--- config.mk ---
export PLATFORM = sky130hd
export DESIGN_NAME = sgmii_mdio_master
export DESIGN_NICKNAME = d
export VERILOG_FILES = /design/src/rtl/sgmii_mdio_pkg.sv /design/src/rtl/sgmii_mdio_clkgen.sv /design/src/rtl/sgmii_mdio_master.sv
export SDC_FILE = /design/constraint.sdc
export NUM_CORES = 1
export LEC_CHECK = 0
export ABC_AREA = 0
export CAP_MARGIN = 15
export CORE_UTILIZATION = 59
export DETAILED_ROUTE_END_ITERATION = 16
export PLACE_DENSITY = 0.87
export RECOVER_POWER = 50
export SLEW_MARGIN = 10
export SYNTH_ARGS = -nofsm -noshare
export SYNTH_HDL_FRONTEND = slang
export SYNTH_SLANG_ARGS = --single-unit
--- constraint.sdc ---
create_clock -name ACLK -period 6.9 [get_ports ACLK]
set_input_delay 0.69 -clock ACLK [delete_from_list [all_inputs] [get_ports ACLK]]
set_output_delay 0.69 -clock ACLK [all_outputs]
set_load 0.02 [all_outputs]
--- src/rtl/sgmii_mdio_pkg.sv ---
// Shared encodings for the clause-22 MDIO management initiator.
package sgmii_mdio_pkg;

  // Which part of the frame is currently on the wire.
  typedef enum logic [2:0] {
    S_IDLE = 3'd0,
    S_PRE  = 3'd1,
    S_HDR  = 3'd2,
    S_TA   = 3'd3,
    S_DATA = 3'd4
  } state_e;

  localparam logic [1:0] ST       = 2'b01;
  localparam logic [1:0] OP_WRITE = 2'b01;
  localparam logic [1:0] OP_READ  = 2'b10;
  localparam logic [1:0] TA_WRITE = 2'b10;

  localparam int HDR_BITS  = 14;
  localparam int DATA_BITS = 16;

endpackage

--- src/rtl/sgmii_mdio_clkgen.sv ---
// MDC generator: each bit is CLK_DIV cycles low then CLK_DIV cycles high.
// The strobes are high for the single cycle before the edge on which mdc
// falls (bit start) or rises (sample point). The first event of a frame is
// a fall, so mdc stays low through the first bit's low phase.
module sgmii_mdio_clkgen
  import sgmii_mdio_pkg::*;
#(
  parameter int CLK_DIV = 25
) (
  input  logic ACLK,
  input  logic ARESETN,
  input  logic i_en,
  input  logic i_stop,
  output logic o_mdc,
  output logic o_fall_stb,
  output logic o_rise_stb
);

  localparam logic [7:0] DIV_LAST = 8'(CLK_DIV - 1);

  logic [7:0] r_div;
  logic       r_hi;
  logic       r_mdc;
  logic       w_tick;

  assign w_tick     = i_en && (r_div == 8'd0);
  assign o_fall_stb = w_tick && !r_hi;
  assign o_rise_stb = w_tick && r_hi;
  assign o_mdc      = r_mdc;

  // Divider and half-period phase; parked at zero whenever no frame runs.
  always_ff @(posedge ACLK) begin
    if (!ARESETN || !i_en || i_stop) begin
      r_div <= 8'd0;
      r_hi  <= 1'b0;
      r_mdc <= 1'b0;
    end else begin
      r_div <= (r_div == DIV_LAST) ? 8'd0 : r_div + 8'd1;
      if (w_tick) begin
        r_mdc <= r_hi;
        r_hi  <= !r_hi;
      end
    end
  end

endmodule

--- src/rtl/sgmii_mdio_master.sv ---
// Clause-22 MDIO initiator: serialises preamble, header, turnaround and data
// onto MDIO, and for reads captures the PHY's turnaround and data bits.
// Bits start on mdc fall strobes and are sampled on mdc rise strobes.
module sgmii_mdio_master
  import sgmii_mdio_pkg::*;
#(
  parameter int CLK_DIV      = 25,
  parameter int PREAMBLE_LEN = 32
) (
  input  logic        ACLK,
  input  logic        ARESETN,
  input  logic        start,
  input  logic        op_read,
  input  logic [4:0]  phy_addr,
  input  logic [4:0]  reg_addr,
  input  logic [15:0] wr_data,
  output logic        busy,
  output logic        done,
  output logic [15:0] rd_data,
  output logic        rd_err,
  output logic        mdc,
  output logic        mdio_o,
  output logic        mdio_t,
  input  logic        mdio_i
);

  localparam logic [5:0] PRE_LAST  = 6'(PREAMBLE_LEN - 1);
  localparam logic [5:0] HDR_LAST  = 6'(HDR_BITS - 1);
  localparam logic [5:0] DATA_LAST = 6'(DATA_BITS - 1);

  state_e      r_state, w_state_nxt;
  logic [5:0]  r_cnt, w_cnt_nxt;
  logic        r_busy, w_busy_nxt;
  logic        r_done, w_done_nxt;
  logic        r_mdio_o, w_mdio_o_nxt;
  logic        r_mdio_t, w_mdio_t_nxt;
  logic        w_accept;
  logic        w_fall_stb, w_rise_stb;
  logic [3:0]  w_hdr_idx, w_dat_idx;

  logic        r_op_read;
  logic [13:0] r_hdr;
  logic [15:0] r_wdata;
  logic [15:0] r_rshift;
  logic [15:0] r_rd_data;
  logic        r_rd_err;

  sgmii_mdio_clkgen #(.CLK_DIV(CLK_DIV)) u_clkgen (
    .ACLK       (ACLK),
    .ARESETN    (ARESETN),
    .i_en       (r_busy),
    .i_stop     (w_done_nxt),
    .o_mdc      (mdc),
    .o_fall_stb (w_fall_stb),
    .o_rise_stb (w_rise_stb)
  );

  // Next-state logic: accept a command when idle, advance one bit per fall strobe.
  always_comb begin
    // NOTE: every signal assigned here gets a default first, so no path can
    // leave it unassigned and infer a latch.
    w_state_nxt = r_state;
    w_cnt_nxt   = r_cnt;
    w_busy_nxt  = r_busy;
    w_done_nxt  = 1'b0;
    w_accept    = 1'b0;
    if (!r_busy) begin
      if (start) begin
        w_accept   = 1'b1;
        w_busy_nxt = 1'b1;
      end
    end else if (w_fall_stb) begin
      w_cnt_nxt = r_cnt + 6'd1;
      unique case (r_state)
        S_IDLE: begin
          w_state_nxt = (PREAMBLE_LEN > 0) ? S_PRE : S_HDR;
          w_cnt_nxt   = 6'd0;
        end
        S_PRE: if (r_cnt == PRE_LAST) begin
          w_state_nxt = S_HDR;
          w_cnt_nxt   = 6'd0;
        end
        S_HDR: if (r_cnt == HDR_LAST) begin
          w_state_nxt = S_TA;
          w_cnt_nxt   = 6'd0;
        end
        S_TA: if (r_cnt == 6'd1) begin
          w_state_nxt = S_DATA;
          w_cnt_nxt   = 6'd0;
        end
        S_DATA: if (r_cnt == DATA_LAST) begin
          w_state_nxt = S_IDLE;
          w_cnt_nxt   = 6'd0;
          w_busy_nxt  = 1'b0;
          w_done_nxt  = 1'b1;
        end
        default: begin
          w_state_nxt = S_IDLE;
          w_cnt_nxt   = 6'd0;
        end
      endcase
    end
  end

  // Pad drive for the bit that starts on this fall strobe; released when idle.
  always_comb begin
    w_mdio_o_nxt = r_mdio_o;
    w_mdio_t_nxt = r_mdio_t;
    w_hdr_idx    = 4'(HDR_BITS - 1) - w_cnt_nxt[3:0];
    w_dat_idx    = 4'(DATA_BITS - 1) - w_cnt_nxt[3:0];
    if (w_fall_stb) begin
      unique case (w_state_nxt)
        S_PRE: begin
          w_mdio_o_nxt = 1'b1;
          w_mdio_t_nxt = 1'b0;
        end
        S_HDR: begin
          w_mdio_o_nxt = r_hdr[w_hdr_idx];
          w_mdio_t_nxt = 1'b0;
        end
        S_TA: begin
          w_mdio_o_nxt = r_op_read ? 1'b1 : (w_cnt_nxt[0] ? TA_WRITE[0] : TA_WRITE[1]);
          w_mdio_t_nxt = r_op_read;
        end
        S_DATA: begin
          w_mdio_o_nxt = r_op_read ? 1'b1 : r_wdata[w_dat_idx];
          w_mdio_t_nxt = r_op_read;
        end
        default: begin
          w_mdio_o_nxt = 1'b1;
          w_mdio_t_nxt = 1'b1;
        end
      endcase
    end
  end

  // Control state register.
  always_ff @(posedge ACLK) begin
    // NOTE: non-blocking assignments everywhere in clocked logic, so every
    // flop updates from values sampled before the edge.
    if (!ARESETN) begin
      r_state  <= S_IDLE;
      r_cnt    <= 6'd0;
      r_busy   <= 1'b0;
      r_done   <= 1'b0;
      r_mdio_o <= 1'b1;
      r_mdio_t <= 1'b1;
    end else begin
      r_state  <= w_state_nxt;
      r_cnt    <= w_cnt_nxt;
      r_busy   <= w_busy_nxt;
      r_done   <= w_done_nxt;
      r_mdio_o <= w_mdio_o_nxt;
      r_mdio_t <= w_mdio_t_nxt;
    end
  end

  // Command latch and read capture; rd_data only moves when a read completes.
  always_ff @(posedge ACLK) begin
    if (!ARESETN) begin
      r_op_read <= 1'b0;
      r_hdr     <= 14'd0;
      r_wdata   <= 16'd0;
      r_rshift  <= 16'd0;
      r_rd_data <= 16'd0;
      r_rd_err  <= 1'b0;
    end else begin
      if (w_accept) begin
        r_op_read <= op_read;
        r_hdr     <= {ST, (op_read ? OP_READ : OP_WRITE), phy_addr, reg_addr};
        r_wdata   <= wr_data;
        r_rd_err  <= 1'b0;
      end
      if (w_rise_stb && r_op_read) begin
        if (r_state == S_TA && r_cnt == 6'd1) r_rd_err <= mdio_i;
        if (r_state == S_DATA) r_rshift <= {r_rshift[14:0], mdio_i};
      end
      if (w_done_nxt && r_op_read) r_rd_data <= r_rshift;
    end
  end

  assign busy    = r_busy;
  assign done    = r_done;
  assign rd_data = r_rd_data;
  assign rd_err  = r_rd_err;
  assign mdio_o  = r_mdio_o;
  assign mdio_t  = r_mdio_t;

endmodule

---- Yosys cells after proc, flatten, opt, wreduce, memory -nomap -nowiden ----
Cells that the tools add are included.
word-level totals
  word-level logic and storage cells ...... 90
  output and inout bits ................... 22
  input port bits ......................... 31
  register bits ........................... 86
cells by class
  equality and inequality tests ........... 13
  magnitude comparators ................... 2
  add/subtract/negate cells ............... 4
  multiplexer cells ....................... 37
  reductions and logical operators ........ 18
operators with widths
  cell                                                         count
  2-to-1 mux 6 bit                                             4
  one-hot mux 6 bit (4 select lines)                           1
  2-to-1 mux 1 bit                                             18
  2-to-1 mux 3 bit                                             6
  one-hot mux 3 bit (5 select lines)                           1
  equality test 3 x 2 -> 1 bit (second input constant)         4
  equality test 6 x 4 -> 1 bit (second input constant)         2
  less-than comparator 4 x 5 -> 1 bit (second input constant)  2
  adder 8 x 1 -> 8 bit (second input constant)                 1
  binary-select mux 1 bit (select 4 bit)                       2
  equality test 8 x 5 -> 1 bit (second input constant)         1
  zero test 8 bit                                              1
  2-to-1 mux 4 bit                                             2
  subtractor 4 bit (first input constant)                      2
  adder 6 x 1 -> 6 bit (second input constant)                 1
  equality test 3 x 1 -> 1 bit (second input constant)         2
  equality test 3 bit (second input constant)                  2
  equality test 6 x 1 -> 1 bit (second input constant)         1
  equality test 6 x 5 -> 1 bit (second input constant)         1
  logical AND 1 bit                                            6
  OR reduction 2 bit                                           3
  AND reduction 2 bit                                          2
  zero test 1 bit                                              3
  zero test 3 bit                                              1
  other kinds (4)                                              5

---- Logic depth before layout (Yosys ltp) ----
  depth in word-level cells ............... 10
  mapped depth ............................ 15
  mapped depth without buffers ............ 14

---- Cells and area by module ----
Synthesis repeated with hierarchy kept, for this count alone.
unflattened totals
  cell total of the unflattened synthesis .. 508
  area total of the unflattened synthesis .. 4134.0 µm²
by module, submodules not included
  module             cells each  area an instance (µm²)  sequential area each (µm²)  instances
  sgmii_mdio_master  450         3614.7                  1501.4                      1
  sgmii_mdio_clkgen  58          519.2                   200.2                       1

---- Worst setup path after synthesis ----
No wires, ideal clock.
  path type ............................... reg2reg
  start point ............................. register r_busy (netlist: busy)
  end point ............................... register r_mdio_o (netlist: mdio_o)
  library setup time ...................... 147 ps
  required time ........................... 6753 ps
  arrival time ............................ 3087 ps
  clock period less this slack ............ 3234 ps
  slack ................................... 3666 ps
  stages on the path, launching flop included .. 13
  path buffers ............................ 1
  path through ............................ dfxtp_1 -> or4b_4 -> or3_4 -> buf_6 -> a22o_1 -> a21oi_2 -> inv_1 -> ha_1 -> o21ai_0 -> a211oi_1 -> nor4_1 -> a22oi_1 -> a41oi_2
on the way
  longest elaborated chain between the ends .. 9
  elaborated cells on any way between the ends .. 19
  those cells by class .................... add/sub: 2; eq/ne: 3; mux: 12; reduce/logical: 2
ends and longest elaborated chain
  item                                    line                      source
  start: declaration                      sgmii_mdio_master.sv:33   logic r_busy, w_busy_nxt;
  start signal: assignment                sgmii_mdio_master.sv:151  r_busy <= w_busy_nxt;
  logical AND 1 bit                       sgmii_mdio_clkgen.sv:26   assign w_tick = i_en && (r_div == 8'd0);
  logical AND 1 bit                       sgmii_mdio_clkgen.sv:27   assign o_fall_stb = w_tick && !r_hi;
  2-to-1 mux 4 bit                        sgmii_mdio_master.sv:72   end else if (w_fall_stb) begin
  2-to-1 mux 4 bit (*)                    sgmii_mdio_master.sv:67   if (!r_busy) begin
  via w_cnt_nxt[2]                        sgmii_mdio_master.sv:32   logic [5:0] r_cnt, w_cnt_nxt;
  subtractor 4 bit                        sgmii_mdio_master.sv:110  w_dat_idx = 4'(DATA_BITS - 1) - w_cnt_nxt[3:0];
  binary-select mux 1 bit (select 4 bit)  sgmii_mdio_master.sv:126  w_mdio_o_nxt = r_op_read ? 1'b1 : r_wdata[w_dat_idx];
  2-to-1 mux 1 bit (not written as such)  sgmii_mdio_master.sv:126
  2-to-1 mux 1 bit                        sgmii_mdio_master.sv:126
  one-hot mux 1 bit (3 select lines) (*)  sgmii_mdio_master.sv:112  unique case (w_state_nxt)
  end signal: assignment                  sgmii_mdio_master.sv:153  r_mdio_o <= w_mdio_o_nxt;
  end: declaration                        sgmii_mdio_master.sv:35   logic r_mdio_o, w_mdio_o_nxt;
Mark *: on every way through the listed nets, which the timed path passes. The rest lies on a longest branch. The select of a mux whose other input is x is not followed.
A chain may end at the register's enable or synchronous reset.

---- Final worst setup path ----
  start point ............................. register u_clkgen.r_div[0]
  end point ............................... register r_mdio_o (netlist: mdio_o)
on the way
  longest elaborated chain between the ends .. 10
  elaborated cells on any way between the ends .. 20
  those cells by class .................... add/sub: 2; eq/ne: 3; mux: 12; reduce/logical: 3
ends and longest elaborated chain
  item                                    line                      source
  start: declaration                      sgmii_mdio_clkgen.sv:21   logic [7:0] r_div;
  start signal: assignment                sgmii_mdio_clkgen.sv:38   r_div <= (r_div == DIV_LAST) ? 8'd0 : r_div + 8'd1;
  zero test 8 bit (*)                     sgmii_mdio_clkgen.sv:26
  logical AND 1 bit (*)                   sgmii_mdio_clkgen.sv:26
  logical AND 1 bit (*)                   sgmii_mdio_clkgen.sv:27
  2-to-1 mux 4 bit                        sgmii_mdio_master.sv:72
  2-to-1 mux 4 bit                        sgmii_mdio_master.sv:67
  subtractor 4 bit                        sgmii_mdio_master.sv:110
  binary-select mux 1 bit (select 4 bit)  sgmii_mdio_master.sv:126
  2-to-1 mux 1 bit (not written as such)  sgmii_mdio_master.sv:126
  2-to-1 mux 1 bit                        sgmii_mdio_master.sv:126
  one-hot mux 1 bit (3 select lines)      sgmii_mdio_master.sv:112
Mark *: on every way between the ends. The rest lies on a longest branch, timed or not. The select of a mux whose other input is x is not followed.

==> impl_metrics.env <==
export IMPL_finalNetCount=563
export IMPL_globalplace_congestion=1.01
export IMPL_num_vias=3425
export IMPL_rsz0062_at_grt="no"
export IMPL_ys_async_sr_fraction=0
export IMPL_synthMuxAreaShare=0.0360
export IMPL_synth_common_cells="nand2_1, dfxtp_1, a21boi_0"
export IMPL_fillers=499
export IMPL_seqPwrFrac=0.517
export IMPL_htree_levels=3
export IMPL_grt_overflow=0
export IMPL_cts_num_sinks=85
export IMPL_synth_xor_area_share=0.0174
export IMPL_track_usage=0.259
export IMPL_clock_latency_ps=360
export IMPL_die_h_um=84.7
export IMPL_irDropWorstVdd_mv=0.159
export IMPL_synth_top_family_by_area="simple AND/OR/NAND/NOR gates"
export IMPL_core_sq_um=6460
export IMPL_yosys_warnings=0
export IMPL_p_leak_nw=1.72
export IMPL_io_buffers=52
export IMPL_synth_cell_types=55
export IMPL_postSynthCellCount=493
export IMPL_clock_power_share=0.365
export IMPL_synth_avg_cell_area_sq_um=8.18
export IMPL_critPathArrivalTime_ps=3890
export IMPL_antenna_found_initial=0
export IMPL_cts_buffers=9
export IMPL_synth_area_sq_um=4040
export IMPL_fin_skew_ps=8.52
export IMPL_setup_tns_ps=0
export IMPL_drive_gt1_frac=0.0714
export IMPL_slew_violations=0
export IMPL_yosysMostFrequentCell="nand2_1"
export IMPL_area_growth_pct=16.7
export IMPL_dp_hpwl_mm=5.97
export IMPL_endpoint_kind="flop"
export IMPL_wl_mm=8.71
export IMPL_synth_edff_count=0
export IMPL_yosysTopAreaCellShare=0.422
export IMPL_synth_area_top_cells="dfxtp_1, nand2_1, a21boi_0"
export IMPL_start_kind="flop"
export IMPL_post_cts_resized=0
export IMPL_grt_pass1_vias=3211
export IMPL_finalNonFillerCells=609
export IMPL_ys_flop_type="dfxtp_1"
export IMPL_viasPerCell=5.62
export IMPL_cts_setup_buffers=0
export IMPL_setup_viol=0
export IMPL_clock_fmax_mhz=270
export IMPL_antenna_left=0
export IMPL_synth_compound_area_frac=0.196
export IMPL_required_ps=7090
export IMPL_fin_crit_sh=0.537
export IMPL_grt_pass1_wl_mm=14.8
export IMPL_cts_root_buf="clkbuf_8"
export IMPL_power_density_nw_per_um2=213
export IMPL_die_area_sq_um=7170
export IMPL_dieWidth_um=84.7
export IMPL_rows=29
export IMPL_synth_top_cell_by_area="dfxtp_1"
export IMPL_route_detailed_drc=0
export IMPL_min_period_ps=3710
export IMPL_p_sw_frac=0.264
export IMPL_placed_cells=592
export IMPL_worst_pin_slew_ps=1310
export IMPL_firstDrtPassIters=7
export IMPL_combinationalPowerShare=0.118
export IMPL_relSlewSlack=0.122
export IMPL_dr_first_iter_drc_count=166
export IMPL_cts_tree="yes"
export IMPL_syn_nets=529
export IMPL_postCtsHoldBufs=0
export IMPL_grt_max_degree=78
export IMPL_ios=53
export IMPL_cap_violations=0
export IMPL_synth_adder_area_share=0.0155
export IMPL_intPower_uw=740
export IMPL_wl_per_cell_um=14.3
export IMPL_worstSetupPathType="reg -> reg"
export IMPL_critPathMaxFanout=19
export IMPL_clkTransAtPathRegs_ps=90
export IMPL_synthSimpleGateAreaFrac=0.268
export IMPL_outcome="finished clean"
export IMPL_initial_core_util=0.625
export IMPL_ys_ff_latch=85
export IMPL_antennaDiodeCount=0
export IMPL_hold_viol_final=0
export IMPL_synth_seq_area_share=0.422
export IMPL_power_switching_uw=265
export IMPL_clock_path_buffers=2
export IMPL_holdCritPathClass="reg -> reg"
==> worst paths after layout <==
| check | to | cells past startpoint | slack (ps) | from |
|---|---|---|---|---|
| max | mdio_o$_SDFFE_PN1N_ | 11 | 3190 | u_clkgen.r_div[0]$_SDFF_PP0_ |
| min | rd_data[1]$_SDFFE_PN0P_ | 2 | 460 | rd_data[1]$_SDFFE_PN0P_ |
| max reg2reg | mdio_o$_SDFFE_PN1N_ | 11 | 3190 | u_clkgen.r_div[0]$_SDFF_PP0_ |
| min reg2reg | rd_data[1]$_SDFFE_PN0P_ | 2 | 460 | rd_data[1]$_SDFFE_PN0P_ |
==> layout by cell type (no fill, tap or decap), drive strengths merged, types with 11 or more instances in the layout <==
cell / synthesis / final
a21boi: 60 / 60
clkbuf: 27 / 11
clkdlybuf4s50: 0 / 29
dfxtp: 85 / 85
dlygate4sd3: 0 / 22
inv: 10 / 12
nand2: 134 / 134
nand3: 13 / 13
nor2: 26 / 26
==> layout make-up <==
type	instances	area, sq um	share of cell area
Clock inverter	6	68.8	0.0146
Timing Repair Buffer	54	527	0.112
Sequential cell	85	1700	0.361
Clock buffer	10	138	0.0292
Inverter	10	37.5	0.00797
Multi-Input combinational cell	367	2140	0.455
Tap cell	77	96.3	0.0205
==> sequential cells by signal (all words and copies together), names as in the netlist <==
signal	cells
busy	1
done	1
mdio_o	1
mdio_t	1
r_cnt	6
r_hdr	13
r_rshift	16
r_state	3
r_wdata	16
rd_data	16
rd_err	1
u_clkgen.o_mdc	1
u_clkgen.r_div	8
u_clkgen.r_hi	1
==> power by group through the flow <==
stage / combinational, mW / sequential, mW / clock [mW]
after floorplan: 0.0842 / 0.526 / 0
after global routing: 0.130 / 0.521 / 0.393
after detailed placement: 0.118 / 0.530 / 0
after CTS: 0.118 / 0.519 / 0.373
final: 0.118 / 0.519 / 0.367
after global placement: 0.116 / 0.530 / 0
==> critical path, stage by stage, from the launching register on <==
cell and delay (ps):
dfxtp_1 340, inv_1 70, ha_1 160, or4b_4 490, or3_4 420, or2_0 250
o21bai_2 760, mux2_2 410, o21ai_0 150, o211ai_1 100, a22oi_1 240, a41oi_2 130
==> metrics by stage <==
step                hold WS [ps]   util  worst slack (ps)  instance area (sq um)  power [mW]
finish                       458  0.729              3190                   4710        1.00
global route                 492  0.729              2930                   4710        1.04
CTS                          466  0.730              3220                   4710        1.01
detailed placement           454  0.698              3230                   4510       0.648
global placement             443  0.698              3330                   4510       0.646
floorplan                    430      -              3670                   4040       0.610
==> cells by family after synthesis <==
kind of cell,count (synthesis)
buf+inv,41
mux,14
flops,85
compound gates,107
xor+xnor,8
simple gates,233
fa+ha+maj,5
==> layer usage <==
metal	vias to the layer above	GRT usage	part of all wire
li1	1737	-	-
met1	1592	0.343	0.47
met2	81	0.415	0.46
met3	15	0.0452	0.045
met4	0	0.117	0.017
met5	-	0	0
(Power assumes the default switching activity.)
